`src/rtl/pwm_capture.sv`:
```
// PWM period/high-time/duty capture with stuck-input detection.
// Define PWM_CAPTURE_GLITCH_FILTER_EN to add a 3-sample glitch filter after the synchronizer.
module pwm_capture #(
    parameter int CNT_W = 16
) (
    input  logic             clk,
    input  logic             rst,
    input  logic             pwm_in,
    output logic [CNT_W-1:0] period_cnt,
    output logic [CNT_W-1:0] high_cnt,
    output logic [3:0]       duty_tenths,
    output logic             meas_valid,
    output logic             stuck
);

    localparam int RW = CNT_W + 4;
    localparam logic [CNT_W-1:0] CntOne = CNT_W'(1);
    localparam logic [CNT_W-1:0] CntMax = '1;
    localparam logic [CNT_W-1:0] CntSatPrev = CntMax - CntOne;

    localparam logic [1:0] StArm  = 2'd0;
    localparam logic [1:0] StRun  = 2'd1;
    localparam logic [1:0] StCalc = 2'd2;

    logic             sync1_q, sync1_d, sync2_q, sync2_d, prev_q, prev_d;
    logic [CNT_W-1:0] cnt_q, cnt_d, hreg_q, hreg_d;
    logic [1:0]       state_q, state_d;
    logic [CNT_W-1:0] per_q, per_d, hi_q, hi_d;
    logic [RW-1:0]    rem_q, rem_d;
    logic [3:0]       quo_q, quo_d;
    logic [CNT_W-1:0] period_q, period_d, high_q, high_d;
    logic [3:0]       duty_q, duty_d;
    logic             valid_q, valid_d, stuck_q, stuck_d;

    logic             level, rise, fall, sat;
    logic [RW-1:0]    hreg_ext, per_ext;

`ifdef PWM_CAPTURE_GLITCH_FILTER_EN
    logic hist1_q, hist1_d, hist2_q, hist2_d, filt_q, filt_d;

    // Level follows the synchronizer only once three consecutive samples agree.
    always_comb begin
        hist1_d = sync2_q;
        hist2_d = hist1_q;
        level   = filt_q;
        if ((sync2_q == hist1_q) && (hist1_q == hist2_q)) begin
            level = sync2_q;
        end
        filt_d = level;
    end

    always_ff @(posedge clk) begin
        if (rst) begin
            hist1_q <= 1'b0;
            hist2_q <= 1'b0;
            filt_q  <= 1'b0;
        end else begin
            hist1_q <= hist1_d;
            hist2_q <= hist2_d;
            filt_q  <= filt_d;
        end
    end
`else
    assign level = sync2_q;
`endif

    always_comb begin
        sync1_d  = pwm_in;
        sync2_d  = sync1_q;
        prev_d   = level;
        rise     = level & ~prev_q;
        fall     = ~level & prev_q;
        hreg_ext = {4'b0000, hreg_q};
        per_ext  = {4'b0000, per_q};

        cnt_d  = rise ? CntOne : ((cnt_q == CntMax) ? cnt_q : cnt_q + CntOne);
        hreg_d = fall ? cnt_q : hreg_q;
        // Fires only in the cycle the counter first reaches its maximum.
        sat    = ~rise && (cnt_q == CntSatPrev) && (state_q != StCalc);

        state_d  = state_q;
        per_d    = per_q;
        hi_d     = hi_q;
        rem_d    = rem_q;
        quo_d    = quo_q;
        period_d = period_q;
        high_d   = high_q;
        duty_d   = duty_q;
        valid_d  = 1'b0;
        stuck_d  = stuck_q;

        case (state_q)
            StArm, StRun: begin
                if (rise) begin
                    state_d = StRun;
                    if (state_q == StRun) begin
                        per_d   = cnt_q;
                        hi_d    = hreg_q;
                        rem_d   = (hreg_ext << 3) + (hreg_ext << 1);
                        quo_d   = 4'd0;
                        state_d = StCalc;
                    end
                end else if (sat) begin
                    stuck_d  = 1'b1;
                    period_d = '0;
                    high_d   = '0;
                    duty_d   = level ? 4'd10 : 4'd0;
                    valid_d  = 1'b1;
                    state_d  = StArm;
                end
            end
            StCalc: begin
                // Quotient capped at 10 so a stale high register clamps the duty.
                if ((rem_q >= per_ext) && (quo_q < 4'd10)) begin
                    rem_d = rem_q - per_ext;
                    quo_d = quo_q + 4'd1;
                end else begin
                    period_d = per_q;
                    high_d   = hi_q;
                    duty_d   = quo_q;
                    valid_d  = 1'b1;
                    stuck_d  = 1'b0;
                    state_d  = StRun;
                end
            end
            default: state_d = StArm;
        endcase
    end

    always_ff @(posedge clk) begin
        if (rst) begin
            sync1_q  <= 1'b0;
            sync2_q  <= 1'b0;
            prev_q   <= 1'b0;
            cnt_q    <= '0;
            hreg_q   <= '0;
            state_q  <= StArm;
            per_q    <= '0;
            hi_q     <= '0;
            rem_q    <= '0;
            quo_q    <= 4'd0;
            period_q <= '0;
            high_q   <= '0;
            duty_q   <= 4'd0;
            valid_q  <= 1'b0;
            stuck_q  <= 1'b0;
        end else begin
            sync1_q  <= sync1_d;
            sync2_q  <= sync2_d;
            prev_q   <= prev_d;
            cnt_q    <= cnt_d;
            hreg_q   <= hreg_d;
            state_q  <= state_d;
            per_q    <= per_d;
            hi_q     <= hi_d;
            rem_q    <= rem_d;
            quo_q    <= quo_d;
            period_q <= period_d;
            high_q   <= high_d;
            duty_q   <= duty_d;
            valid_q  <= valid_d;
            stuck_q  <= stuck_d;
        end
    end

    assign period_cnt  = period_q;
    assign high_cnt    = high_q;
    assign duty_tenths = duty_q;
    assign meas_valid  = valid_q;
    assign stuck       = stuck_q;

endmodule

```
`config.mk`:
```
export PLATFORM = sky130hd
export DESIGN_NAME = pwm_capture
export DESIGN_NICKNAME = d
export VERILOG_FILES = /design/src/rtl/pwm_capture.sv
export SDC_FILE = /design/constraint.sdc
export NUM_CORES = 1
export LEC_CHECK = 0
export BUFFER_PORTS_ARGS = -buffer_cell sky130_fd_sc_hd__buf_2
export CAP_MARGIN = 0
export CORE_MARGIN = 1
export CORE_UTILIZATION = 35
export DETAILED_ROUTE_END_ITERATION = 6
export GPL_TIMING_DRIVEN = 0
export PLACE_DENSITY = 0.63
export SKIP_LAST_GASP = 1
export SLEW_MARGIN = 5
export SYNTH_ARGS = -nofsm -noshare
export SYNTH_HDL_FRONTEND = slang
export SYNTH_SLANG_ARGS = --single-unit
```
`constraint.sdc`:
```
create_clock -name clk -period 3.05 [get_ports clk]
set_clock_uncertainty 0.05 [all_clocks]
set_input_delay 0.305 -clock clk [delete_from_list [all_inputs] [get_ports clk]]
set_output_delay 0.305 -clock clk [all_outputs]
set_load 0.02 [all_outputs]
```
==> results of run 1 <==
[critical path: cells and delay by family (launching register included)]
family / cells / cell delay (ps)
AO/OA/AOI/OAI: 3 / 1060
AND/OR/NAND/NOR: 4 / 730
flip-flops: 1 / 430
adder cells (fa/ha/maj): 1 / 380
buffers and inverters: 1 / 70
[cell usage after synthesis, drive strengths merged (14+ instances only)]
cell / count / area, sq um
clkbuf: 31 / 116.4
dfxtp: 131 / 2623
nand2: 143 / 536.8
o21ai: 26 / 141.4
xor2: 14 / 122.6
nor3: 23 / 142.6
buf: 25 / 158.9
xnor2: 20 / 175.2
nand3: 48 / 240.2
a21oi: 116 / 595.6
inv: 33 / 123.9
nor2: 51 / 191.4
o211ai: 44 / 344.1
ha: 33 / 412.9
[state kept, by name, summed over array words and instances, names as in the netlist]
name / count
rem_q: 20
cnt_q: 16
hi_q: 16
high_cnt: 16
hreg_q: 16
per_q: 16
period_cnt: 16
duty_tenths: 4
quo_q: 4
state_q: 2
level: 1
meas_valid: 1
prev_q: 1
stuck: 1
sync1_q: 1
[kinds of logic (layout without fill, tap and decap cells)]
group	Yosys count	after routing	synth area share, %
buffers and inverters	89	160	5.754
adder cells (fa/ha/maj)	35	35	6.530
AND/OR/NAND/NOR	320	320	21.46
AO/OA/AOI/OAI	259	259	24.15
flip-flops	131	131	37.81
XOR/XNOR	34	34	4.293
[area by class of cell]
class,count,share of cell area (%)
Buffer,56,3.426
Clock buffer,24,6.092
Sequential cell,131,32.49
Inverter,33,1.535
Timing Repair Buffer,39,2.418
Clock inverter,8,1.240
Tap cell,265,4.108
Multi-Input combinational cell,648,48.69
[cell usage in the layout (no fill, tap or decap), types with 10 or more instances in the layout]
| cell | instances |
|---|---|
| sky130_fd_sc_hd__clkbuf_16 | 17 |
| sky130_fd_sc_hd__nor3_1 | 20 |
| sky130_fd_sc_hd__ha_1 | 33 |
| sky130_fd_sc_hd__buf_2 | 56 |
| sky130_fd_sc_hd__nor2b_1 | 10 |
| sky130_fd_sc_hd__xor2_1 | 14 |
| sky130_fd_sc_hd__xnor2_1 | 20 |
| sky130_fd_sc_hd__inv_1 | 33 |
| sky130_fd_sc_hd__nand2_1 | 143 |
| sky130_fd_sc_hd__clkbuf_1 | 34 |
| sky130_fd_sc_hd__a211oi_1 | 13 |
| sky130_fd_sc_hd__o21ai_0 | 21 |
| sky130_fd_sc_hd__o211ai_1 | 43 |
| sky130_fd_sc_hd__nor2_1 | 51 |
| sky130_fd_sc_hd__nand4_1 | 10 |
| sky130_fd_sc_hd__a21oi_1 | 112 |
| sky130_fd_sc_hd__a21o_1 | 10 |
| sky130_fd_sc_hd__dfxtp_1 | 131 |
| sky130_fd_sc_hd__nand3_1 | 48 |
[worst paths after layout]
path	endpoint	cells after the start	slack, ps
worst min-delay path	sync1_q	2	40
worst max-delay path	rem_q[17]	9	160
worst min register to register	level	1	390
worst max register to register	rem_q[17]	9	160
[power breakdown]
part | internal, mW | leakage, nW | switching [mW]
clock network | 1.29 | 0.290 | 0.754
registers | 1.72 | 1.06 | 0.0115
logic | 0.0695 | 1.63 | 0.140
total | 3.08 | 2.97 | 0.905
[metal layers]
layer  up-vias  track usage, %  share of wire, %
met5         -               0                 0
met4         0           10.41               3.7
met3        42           3.890               4.7
met2       177           34.00                47
met1      3059           25.99                44
li1       3221               -                 -
[repair_timing]
item / in CTS / in global routing
setup endpoints to repair: 36 / 18
hold buffers: 0 / 0
resized for setup: 2 / 2
[stage by stage]
step	power, mW	TNS, ps	util, %	hold slack [ps]	instances
floorplan	1.917	0	-	363.8	868
global route	4.099	0	41.47	54.95	1204
CTS	4.005	0	41.41	30.12	1204
global placement	1.975	-1476	38.35	378.2	1172
detailed placement	1.974	-2351	38.35	396.9	1172
finish	3.984	0	41.47	42.76	1204
==> results summary, run 1 <==
The flow ran to the end, but the final reports show violations. The checks that failed: DRC. Traced cell by cell, the critical path runs through inv_1, ha_1, and3_1, nand4_1, a21oi_1, nor3_1, o41ai_1, nand3b_1, o311ai_0. The worst endpoint required time came out at 3260 ps. Counting flops with an async set or reset pin after synthesis yields a share of 0%. The first-pass GRT wire length is 31990 um. The number of slew-limit violations in the final report is 0. At the end of routability-driven placement, the weighted congestion stood at 0.9118. The post-synthesis sequential element count came out at 131. The number of warnings issued by yosys came out at 0. The peak ir drop on the vdd network is 0.2937 mV. The TritonCTS sink count came out at 131. Derived from the worst setup path, the maximum achievable clock frequency is 345.8 MHz. TritonCTS built the clock tree.

After detailed routing, the total wire length is 20190 um. The biggest cell delay along the critical path is 590 ps. Port buffering added 39 buffers. The average cell area after synthesis is 7.992 sq um.

Pin placement for this block handled 41 I/O pins. The category of the worst setup path launch point is a register. The clock network latency to the later pin of the worst-skew pair came out at 430 ps. Before antenna repair, the detailed router went through 7 iterations. The width of the die came out at 142.8 um.

Once the clock tree was built, the setup fixing pass inserted 0 buffers. The final count of hold timing violations came out at 0. The area growth from synthesis to final layout is 16.36%. The routed wire length per instance is 16.77 um. The net count of the mapped netlist came out at 906.

The number of global-route vias before repair was 6178. STA classifies the critical path endpoint as a register. The number of violations of the max-capacitance limit is 0.

In the synthesized netlist the dominant register cell turns out to be sky130_fd_sc_hd__dfxtp_1. The worst setup timing slack at the placement stage is -235.5 ps. Detailed routing inserted a total of 6499 vias. The number of different library cells used by synthesis comes to 66. The post-route standard cell area excluding fillers came out at 0.008071 sq mm. The clock-pin slew on the worst setup and hold paths came out at 60 ps. The floorplan step set the die height to 142.8 um.

The worst path in the final design needs a cycle of 2892 ps, including I/O delays and setup. The ratio of cells with drive above 1 in the final layout is 11.61%. For the pin with the worst max-slew slack, the measured transition is 682.6 ps. The post-DP HPWL came out at 15280 um. Data arrives at the worst endpoint at 3100 ps. After filler insertion, the fill cell instance count of the layout stands at 2023.

The gate count of the mapped netlist came out at 868. The fraction of the yosys area taken by sequential cells came out at 37.81%. Clock tree synthesis selected as its root buffer the cell sky130_fd_sc_hd__clkbuf_16. The floorplan die area came out at 0.02039 sq mm. The vias per cell is 5.398.

The worst-path maximum fanout is 6. Dividing the final minimum period by the clock period gives 94.82%. The power density over cell area came out at 493.6 mW/mm^2. Setup repair after global routing left no endpoint under its margin.

For this run, design rule violations remaining after detail routing come to 2. The minimum setup slack in the final design came out at 158.0 ps. The row count is 51. The slowest stage of the critical path is the sky130_fd_sc_hd__o41ai_1 cell. Setup violations remaining at the end of the flow were counted as 0. The startpoint identified for the worst register-to-register timing path is per_q[5]. The critical path is of the reg2reg type. The count of nets left with antenna violations once routing finished came out at 0. The largest net degree at the start of global routing is 17.

The maximum clock path buffer count is 2. The number of nets in the layout is 964. The path class of the tightest hold or removal check is in2reg.

Global routing finished with a remaining overflow of 0. The starting utilization of the core area came out at 35.64%. The max-slew headroom at the worst pin came out at 54.49%. The area of the core is 0.01946 sq mm. Summing all multi-input logic gate instances after layout gives 0.003930 sq mm. The TritonCTS buffer count is 17. The H-tree was split into 4 levels. The DRC violation total after the first TritonRoute iteration is 467. The initial antenna violation count is 0.

The area after detailed placement came out at 0.007463 sq mm. The leakage power is 2.973 nW. The number of flops mapped to enable cells by yosys is 0. The launch instance of the worst min-delay path is pwm_in.

The repair_antennas step left the layout with diodes totalling 0. For this run, the total global-route usage over all layers was measured as 20.74%. The mapped netlist covers 0.006937 sq mm.

Registers take 0.002623 sq mm. The most critical setup path has its startpoint at per_q[5].
No activity file was read; power rests on OpenSTA's default activity.
==> inputs of run 2 (changes only) <==
--- a/config.mk
+++ b/config.mk
@@ -9,6 +9,7 @@
 export CAP_MARGIN = 0
 export CORE_MARGIN = 1
 export CORE_UTILIZATION = 35
+export CTS_BUF_LIST = sky130_fd_sc_hd__clkbuf_16
 export DETAILED_ROUTE_END_ITERATION = 6
 export GPL_TIMING_DRIVEN = 0
 export PLACE_DENSITY = 0.63
==> constraint.sdc (replaced) <==
create_clock -name clk -period 3.47 [get_ports clk]
set_clock_uncertainty 0.05 [all_clocks]
set_input_delay 0.347 -clock clk [delete_from_list [all_inputs] [get_ports clk]]
set_output_delay 0.347 -clock clk [all_outputs]
set_load 0.02 [all_outputs]
==> results summary, run 2 (synthesis gave the netlist of run 1 again) <==
The area growth from synthesis to final layout is 15.57% (was 16.36%). The worst-path maximum fanout came out at 10 (was 6). The achievable frequency is 314.2 MHz (was 345.8 MHz). The DRC violation total after the first TritonRoute iteration came out at 498 (was 467). The post-route standard cell area excluding fillers is 0.008016 sq mm (was 0.008071 sq mm). The floorplan die area is 0.02039 sq mm (unchanged).

The total power draw came out at 3.403 mW (was 3.984 mW). The initial antenna violation count is 0 (unchanged). The minimum setup slack in the final design is 287.8 ps (was 158.0 ps).

The placed instance count came out at 1172 (unchanged). The cell depth of the worst setup path came out at 12 (was 9). The worst flop-to-flop path startpoint is rem_q[0] (was per_q[5]). Commonest cells after routing, fill and taps aside: sky130_fd_sc_hd__nand2_1, sky130_fd_sc_hd__dfxtp_1, sky130_fd_sc_hd__a21oi_1 (unchanged).

The kind of cell with the highest combined delay on the critical path is compound AO/OA/AOI/OAI gates (unchanged). The endpoint type of the worst setup path is a register (unchanged). The overall die height is 142.8 um (unchanged). The area after detailed placement is 0.007463 sq mm (unchanged). The commonest non-fill, non-tap cell in the layout is sky130_fd_sc_hd__nand2_1 (unchanged). Result of the run: finished, final reports clean (was finished with violations). The largest net degree at the start of global routing is 17 (unchanged). RSZ-0062 raised after global routing: false (unchanged).

The post-DP HPWL came out at 15280 um (unchanged). The total global routing track utilization is 20.74% (unchanged). The buffer type at the clock tree root is sky130_fd_sc_hd__clkbuf_16 (unchanged). The count of hold-fix buffers inserted at cts is 0 (unchanged). The row count is 51 (unchanged). The antenna violation net count after detailed routing came out at 0 (unchanged).

The TritonCTS sink count is 131 (unchanged). The total number of vias is 6532 (was 6499). The sum of negative setup slack came to 0 ps (unchanged).

The final critical-path required period came out at 3182 ps (was 2892 ps). The ratio of cells with drive above 1 in the final layout is 10.97% (was 11.61%). The category of the worst setup path launch point is a register (unchanged). The remaining global-route overflow came to 0 (unchanged). The register area came out at 0.002623 sq mm (unchanged). The ratio of final minimum period to clock period came out at 91.71% (was 94.82%). The clock-pin slew on the worst setup and hold paths is 50 ps (was 60 ps). The worst-path cell with the longest stage delay is sky130_fd_sc_hd__a21oi_1 (was sky130_fd_sc_hd__o41ai_1). The number of detailed-route iterations in the first pass is 5 (was 7).

The count of inserted antenna diode cells came out at 0 (unchanged). The clock tree from TritonCTS is done (unchanged). The launch instance of the worst min-delay path is pwm_in (unchanged).

The area of the core was 0.01946 sq mm (unchanged). The width of the die was 142.8 um (unchanged). The flip-flop count of the largest register, all copies and words added is 20 (unchanged). The end-of-flow core utilization is 41.19% (was 41.47%). The max-slew headroom at the worst pin was 53.12% (was 54.49%). The worst endpoint required time is 3760 ps (was 3260 ps). The biggest cell delay along the critical path is 390 ps (was 590 ps). The clock network latency to the later pin of the worst-skew pair was 430 ps (about the same). The placer congestion estimate came out at 0.9118 (unchanged). The count of port buffers added during placement is 39 (unchanged). The setup violation total in the final timing report came out at 0 (unchanged). The number of nets in the layout is 964 (unchanged).

The endpoint of the most critical register-to-register path was duty_tenths[2] (was rem_q[17]). The number of global-route vias before repair is 6164 (was 6178). The final count of hold timing violations came out at 0 (unchanged). The hold path endpoint is sync1_q (unchanged).

The remaining routing DRC violations is 0 (was 2). The leakage power is 2.961 nW (was 2.973 nW). The first-pass GRT wire length is 31960 um (was 31990 um). The number of top-level pins came out at 41 (unchanged). The critical setup path kind is reg2reg (unchanged). The class of the worst hold path is in2reg (unchanged).

Cells along the critical path: inv_1, ha_1, fa_1, nand2b_1, a21oi_1, a21oi_1, o211a_4, o21ai_1, buf_4, buf_4, nand3_1, a21oi_1 (was inv_1, ha_1, and3_1, nand4_1, a21oi_1, nor3_1, o41ai_1, nand3b_1, o311ai_0). The register-to-register path setup slack came to 290 ps (was 160 ps). The worst hold path stage count is 2 (unchanged). The routed wire length per instance came out at 16.80 um (was 16.77 um).

The TritonCTS buffer count came to 17 (unchanged). The number of filler cells placed in the layout was 2028 (was 2023). The number of cells in the finished layout apart from fillers is 1204 (unchanged). The area of combinational cells with multiple inputs came out at 0.003915 sq mm (was 0.003930 sq mm).

The number of slew-limit violations in the final report is 0 (unchanged). The vias per cell is 5.425 (was 5.398). The peak ir drop on the vdd network came out at 0.2594 mV (was 0.2937 mV). The power density over cell area was 424.6 mW/mm^2 (was 493.6 mW/mm^2). The transition time of the tightest slew-check pin came to 703.2 ps (was 682.6 ps). The aggregate routed wire length came out at 20230 um (was 20190 um). The register name with the most flops is rem_q (unchanged). The worst setup timing slack at the placement stage came out at 184.5 ps (was -235.5 ps). The starting utilization of the core area is 35.64% (unchanged). The dominant cell type by count on the critical path is sky130_fd_sc_hd__a21oi_1. The worst hold slack came to 83.19 ps (was 42.76 ps). The number of cells on the worst reg-to-reg path is 12 (was 9). The number of levels the H-tree was split into is 4 (unchanged). The worst endpoint data arrival time came to 3470 ps (was 3100 ps). The count of buffer and inverter cells on the critical path is 3 (was 1). The number of violations of the max-capacitance limit came out at 0 (unchanged). The maximum clock path buffer count came out at 2 (unchanged).
run 2: changes by cell type in the layout (fill, tap and decap cells not counted):
cell,delta
sky130_fd_sc_hd__a21oi_1,+2
sky130_fd_sc_hd__a21oi_2,-1
sky130_fd_sc_hd__a21oi_4,-1
sky130_fd_sc_hd__buf_2,-1
sky130_fd_sc_hd__clkbuf_1,-3
sky130_fd_sc_hd__clkbuf_2,+1
sky130_fd_sc_hd__clkbuf_8,-4
sky130_fd_sc_hd__clkinv_1,+4
sky130_fd_sc_hd__inv_1,+3
run 2: cell type report:
cell class	count	share of cell area [%]
Buffer	56	3.449
Inverter	33	1.545
Clock buffer	17	5.307
Tap cell	265	4.136
Sequential cell	131	32.71
Clock inverter	15	1.576
Multi-Input combinational cell	648	48.84
Timing Repair Buffer	39	2.435
run 2: how the worst max path moves through the flow:
stage	startpoint	end	slack, ps
global route	per_q[0]	duty_tenths[2]	120
finish	rem_q[0]	duty_tenths[2]	290
detailed placement	per_q[0]	period_cnt[10]	180
floorplan	rem_q[0]	high_cnt[2]	940
global placement	per_q[0]	period_cnt[10]	270
CTS	per_q[0]	period_cnt[10]	160
run 2: repair_timing:
action	CTS	global route
endpoints found under the setup margin	0	2
buffers inserted	0	0
gates resized for setup	0	1
run 2: layer usage:
| metal | global-route usage, % | part of all wire [%] | wire length, um |
|---|---|---|---|
| met1 | 25.95 | 44 | 8983 |
| met2 | 34.06 | 47 | 9534 |
| met3 | 3.957 | 4.8 | 979 |
| met4 | 10.30 | 3.6 | 728 |
| met5 | 0 | 0 | 0 |
run 2: power breakdown:
part	switching (mW)	internal [mW]	leakage, nW
logic	0.122	0.0601	1.62
clock network	0.664	1.03	0.280
registers	0.0102	1.51	1.06
